### src/rtl/decryption_sequencer.sv
// AES inverse-cipher round controller.
// Steps one state block through external InvShiftRows/InvSubBytes/AddRoundKey/InvMixColumns units.
module decryption_sequencer #(
   parameter int NR = 10
) (
   input  logic         clk,
   input  logic         rst,
   input  logic         in_valid,
   input  logic [127:0] in_data,
   output logic         in_ready,
   output logic [127:0] step_in,
   input  logic [127:0] isr_out,
   input  logic [127:0] isb_out,
   input  logic [127:0] ark_out,
   input  logic [127:0] imc_out,
   output logic [3:0]   round_key_sel,
   output logic         out_valid,
   output logic [127:0] out_data,
   input  logic         out_ready,
   output logic         busy
);

   typedef enum logic [3:0] {
      IDLE,
      INIT_ARK,
      ISR,
      ISB,
      ARK,
      IMC,
      FIN_ISR,
      FIN_ISB,
      FIN_ARK,
      DONE
   } state_t;

   localparam logic [3:0] NR_K  = 4'(NR);
   localparam logic [3:0] NR_M1 = 4'(NR - 1);

   state_t       fsm;
   logic [127:0] st;
   logic [3:0]   rnd;

   // Sequencer: outputs are registered alongside the state they belong to
   always_ff @(posedge clk) begin
      if (rst) begin
         fsm           <= IDLE;
         st            <= '0;
         rnd           <= '0;
         in_ready      <= 1'b1;
         out_valid     <= 1'b0;
         busy          <= 1'b0;
         round_key_sel <= '0;
      end else begin
         in_ready      <= 1'b0;
         out_valid     <= 1'b0;
         busy          <= 1'b1;
         round_key_sel <= '0;
         unique case (fsm)
            IDLE: begin
               if (in_valid) begin
                  st            <= in_data;
                  rnd           <= NR_M1;
                  round_key_sel <= NR_K;
                  fsm           <= INIT_ARK;
               end else begin
                  in_ready <= 1'b1;
                  busy     <= 1'b0;
               end
            end
            INIT_ARK: begin
               st  <= ark_out;
               fsm <= ISR;
            end
            ISR: begin
               st  <= isr_out;
               fsm <= ISB;
            end
            ISB: begin
               st            <= isb_out;
               round_key_sel <= rnd;
               fsm           <= ARK;
            end
            ARK: begin
               st  <= ark_out;
               fsm <= IMC;
            end
            IMC: begin
               st <= imc_out;
               if (rnd <= 4'd1) begin
                  fsm <= FIN_ISR;
               end else begin
                  rnd <= rnd - 4'd1;
                  fsm <= ISR;
               end
            end
            FIN_ISR: begin
               st  <= isr_out;
               fsm <= FIN_ISB;
            end
            FIN_ISB: begin
               st  <= isb_out;
               fsm <= FIN_ARK;
            end
            FIN_ARK: begin
               st        <= ark_out;
               out_valid <= 1'b1;
               fsm       <= DONE;
            end
            DONE: begin
               if (out_ready) begin
                  in_ready <= 1'b1;
                  busy     <= 1'b0;
                  fsm      <= IDLE;
               end else begin
                  out_valid <= 1'b1;
               end
            end
            default: begin
               fsm <= IDLE;
            end
         endcase
      end
   end

   assign step_in  = st;
   assign out_data = st;

endmodule
### config.mk
export PLATFORM = sky130hd
export DESIGN_NAME = decryption_sequencer
export DESIGN_NICKNAME = d
export VERILOG_FILES = /design/src/rtl/decryption_sequencer.sv
export SDC_FILE = /design/constraint.sdc
export NUM_CORES = 1
export LEC_CHECK = 0
export ABC_AREA = 1
export BUFFER_PORTS_ARGS = -buffer_cell sky130_fd_sc_hd__buf_4
export CAP_MARGIN = 25
export CORE_AREA = 2 2 351 353
export DETAILED_ROUTE_END_ITERATION = 10
export DIE_AREA = 0 0 353 355
export HOLD_SLACK_MARGIN = 0.08
export PLACE_DENSITY_LB_ADDON = 0.1
export SKIP_CTS_REPAIR_TIMING = 1
export SLEW_MARGIN = 20
export SYNTH_ARGS = -nofsm -noshare
export SYNTH_HDL_FRONTEND = slang
export SYNTH_SLANG_ARGS = --single-unit
### constraint.sdc
create_clock -name clk -period 2 [get_ports clk]
set_input_delay 0.3 -clock clk [delete_from_list [all_inputs] [get_ports clk]]
set_output_delay 0.3 -clock clk [all_outputs]
set_load 0.02 [all_outputs]
==> reports/results.md <==
• DIE HEIGHT: 355 um
• core area: 121,400 sq um
• Hold Crit Class: in -> reg
• drt initial violations: 674
• Site Rows: 128
• net count after synthesis: 2,675
• min cycle time layout: 1.885 ns
• P per Cell Area: 695.7 nW/um^2
• Layout area overhead: 82.65%
• start-to-end type of the worst setup path: reg -> reg
• maximum clock frequency: 530.4 MHz
• crit path launch type: register
• synthesized instance count: 2,029
• ports placed on the boundary: 907
• final routed wire length divided by cell count: 21.14 um
• most repeated library cell on the critical path: nand2_1
• Worst slew margin: 60.68%
• sequential cell area fraction in the yosys report: 25.34%
• post-synthesis average cell area: 5.568 sq um
• critical path data required time: 2.39 ns
• overall die area: 125,300 sq um
• wirelength, routed: 94,230 um
• per-cell via count in the routed design: 3.527
• proportion of layout cells with a drive suffix above 1: 38.31%
• reported max-cap violation count: 0
• Tot Pwr: 14.36 mW
• aggregate global-route resource usage: 14.20%
• outcome: completed
• number of H-tree levels: 4
• placed wire-length estimate after detailed placement: 74,520 um
• final cell area excluding filler cells: 20,640 sq um
• worst clock skew: 0.01456 ns
• slowest cell delay on critical path: 0.35 ns
• clock transition at the register clock pins on the worst setup and hold paths after CTS: 0.07 ns
• R2R Path End: out_data[72]$_SDFFE_PP0P_
• Root Buffer Master: clkbuf_16
• worst hold stages: 5
• cell area after synthesis: 11,300 sq um
• number of max-slew violations in the final report: 0
• reg2reg path depth: 11
• critical path capture point type: register
• highest ir drop seen on vdd: 0.7426 mV
• clock tree from TritonCTS: yes
• final hold violation count: 0
• initial core utilization: 9.307%
• crit path max-delay cell type: dfxtp_1
• total DRC errors in the routed layout: 0
• gr ovfl total: 0
• final setup violation count: 0
• worst hold path startpoint: in_data[50]
• input/output buffers: 906
• initial antenna violation count: 9
• critical path data arrival time: 2.27 ns
• setup slack after layout: 0.1148 ns
• worst-case hold slack: 0.1698 ns
• buffer depth of the longest clock path: 2
• flip-flop and latch count after synthesis: 143
• Max FO, Critical Path: 28
• clock buffers created by TritonCTS: 17
• number of global-route vias before repair: 16,260
• pre-CTS WS: -0.03989 ns
• actual slew at the worst max-slew pin: 0.5898 ns
• r2r startpoint: fsm[0]$_SDFFE_PP0P_
• routability congestion estimate: 0.7723
• placed cell areas: 19,850 sq um
• capture endpoint of the worst hold path: out_data[50]$_SDFFE_PP0P_
• post-layout utilization of the core: 17.00%
• maximum number of pins on one net before global-route repair: 67
• worst skew pair latency: 0.50 ns
• Worst R2R Setup Slack: 0.11 ns
• iteration count of the initial detailed-routing pass: 4
• width of the die: 353 um
• wire length of the first global-routing pass: 125,000 um
• number of unique standard cell types used by synthesis: 21
• vias post-DR: 15,720
• Critical Path, Cell by Cell: buf_4, nor2_4, nand2_1, nand2_1, nand2_4, buf_12, buf_12, nand2_1, nand3_1, nand2_1, a21oi_1
• final worst-path cycle share: 94.26%
• synth warn: 0
• unrepaired setup endpoints after global routing: yes
• final-stage net count: 3,460
• leakage: 10.65 nW
• Detail Route Antenna Nets: 0
• clock net sink count: 143
through the flow:
| step | cells | setup TNS (ns) |
|---|---|---|
| 6_report | 4457 | 0 |
| 3_3_place_gp | 4409 | 0 |
| 3_5_place_dp | 4409 | -0.03989 |
| 4_1_cts | 4441 | -0.06827 |
| 5_1_grt | 4454 | -0.002999 |
| 2_1_floorplan | 2029 | 0 |
cells by family after synthesis:
kind of cell             after synthesis  synth area share [%]
AO/OA/AOI/OAI                        142                 6.301
adder cells (fa/ha/maj)                2                0.2214
XOR/XNOR                               1               0.07753
flip-flops                           143                 25.34
buffers and inverters                413                 19.38
AND/OR/NAND/NOR                     1328                 48.68
critical path, delay by kind of cell, from the launching register on:
family | cells | cell delay, ns
AO/OA/AOI/OAI | 1 | 0.06
buffers and inverters | 3 | 0.52
flip-flops | 1 | 0.35
AND/OR/NAND/NOR | 7 | 0.82
sequential cells by signal (all words and copies together), names as in the netlist:
| signal | flops |
|---|---|
| out_data | 128 |
| out_valid | 1 |
| rnd | 4 |
| in_ready | 1 |
| busy | 1 |
| fsm | 4 |
| round_key_sel | 4 |
synth_stat cells, drive strengths merged:
master / count / area share [%]
ha: 2 / 0.22
nor3: 3 / 0.13
a21oi: 137 / 6.1
or2: 1 / 0.055
nand3: 221 / 9.8
clkbuf: 58 / 1.9
nor2: 271 / 9.2
nor4: 1 / 0.055
nand2: 747 / 25
buf: 210 / 13
o21ai: 4 / 0.18
dfxtp: 143 / 25
nand4: 84 / 4.7
inv: 145 / 4.8
a31oi: 1 / 0.055
xnor2: 1 / 0.078
cell usage in the layout, fill, tap and decap left out, types with 2 or more instances in the layout:
cell type | synthesis | final
inv_4 | 0 | 2
nand4_1 | 84 | 84
nand2_4 | 0 | 4
inv_1 | 141 | 141
buf_4 | 157 | 995
clkinv_2 | 0 | 4
buf_12 | 0 | 30
clkinvlp_4 | 0 | 2
nand2_1 | 747 | 742
nor3_1 | 3 | 3
buf_6 | 0 | 3
clkbuf_16 | 0 | 21
nor2_2 | 2 | 2
inv_6 | 0 | 3
nand3_1 | 221 | 220
diode_2 | 0 | 5
dfxtp_1 | 143 | 141
buf_16 | 0 | 2
nor2_1 | 267 | 265
bufinv_16 | 0 | 3
nor2_4 | 2 | 4
a21oi_1 | 137 | 137
o21ai_0 | 4 | 4
ha_1 | 2 | 2
clkinv_4 | 0 | 2
routing by layer:
| layer | track usage (%) | share of wire, % |
|---|---|---|
| met5 | 0 | 0.052 |
| met4 | 2.953 | 1.3 |
| met3 | 4.379 | 7.0 |
| met2 | 25.27 | 50 |
| met1 | 16.67 | 42 |
worst max path at each step:
stage	start	end	slack, ns
after floorplan	fsm[1]$_SDFFE_PP0P_	out_data[76]$_SDFFE_PP0P_	0.46
after global placement	fsm[3]$_SDFFE_PP0P_	out_data[30]$_SDFFE_PP0P_	0.02
after detailed placement	fsm[3]$_SDFFE_PP0P_	out_data[97]$_SDFFE_PP0P_	-0.04
after CTS	fsm[3]$_SDFFE_PP0P_	out_data[97]$_SDFFE_PP0P_	-0.07
after global routing	fsm[0]$_SDFFE_PP0P_	out_data[27]$_SDFFE_PP0P_	-0.003
final	fsm[0]$_SDFFE_PP0P_	out_data[72]$_SDFFE_PP0P_	0.11
power breakdown:
part	leakage (nW)	total, mW	switching [mW]	internal, mW
sequential	1.18	3.79	0.520	3.27
combinational	9.18	6.97	3.94	3.03
clock	0.294	3.60	1.60	1.99
final cells by class:
cell class                      count  area, sq um
Sequential cell                   143         2868
Antenna cell                        5        12.51
Inverter                          145        554.3
Tap cell                         1625         2033
Timing Repair Buffer             1034         8259
Fill cell                       14390       100800
Multi-Input combinational cell   1473         6306
Clock buffer                       19        442.9
Clock inverter                     13        160.2
Power figures use the tool's default switching activity.
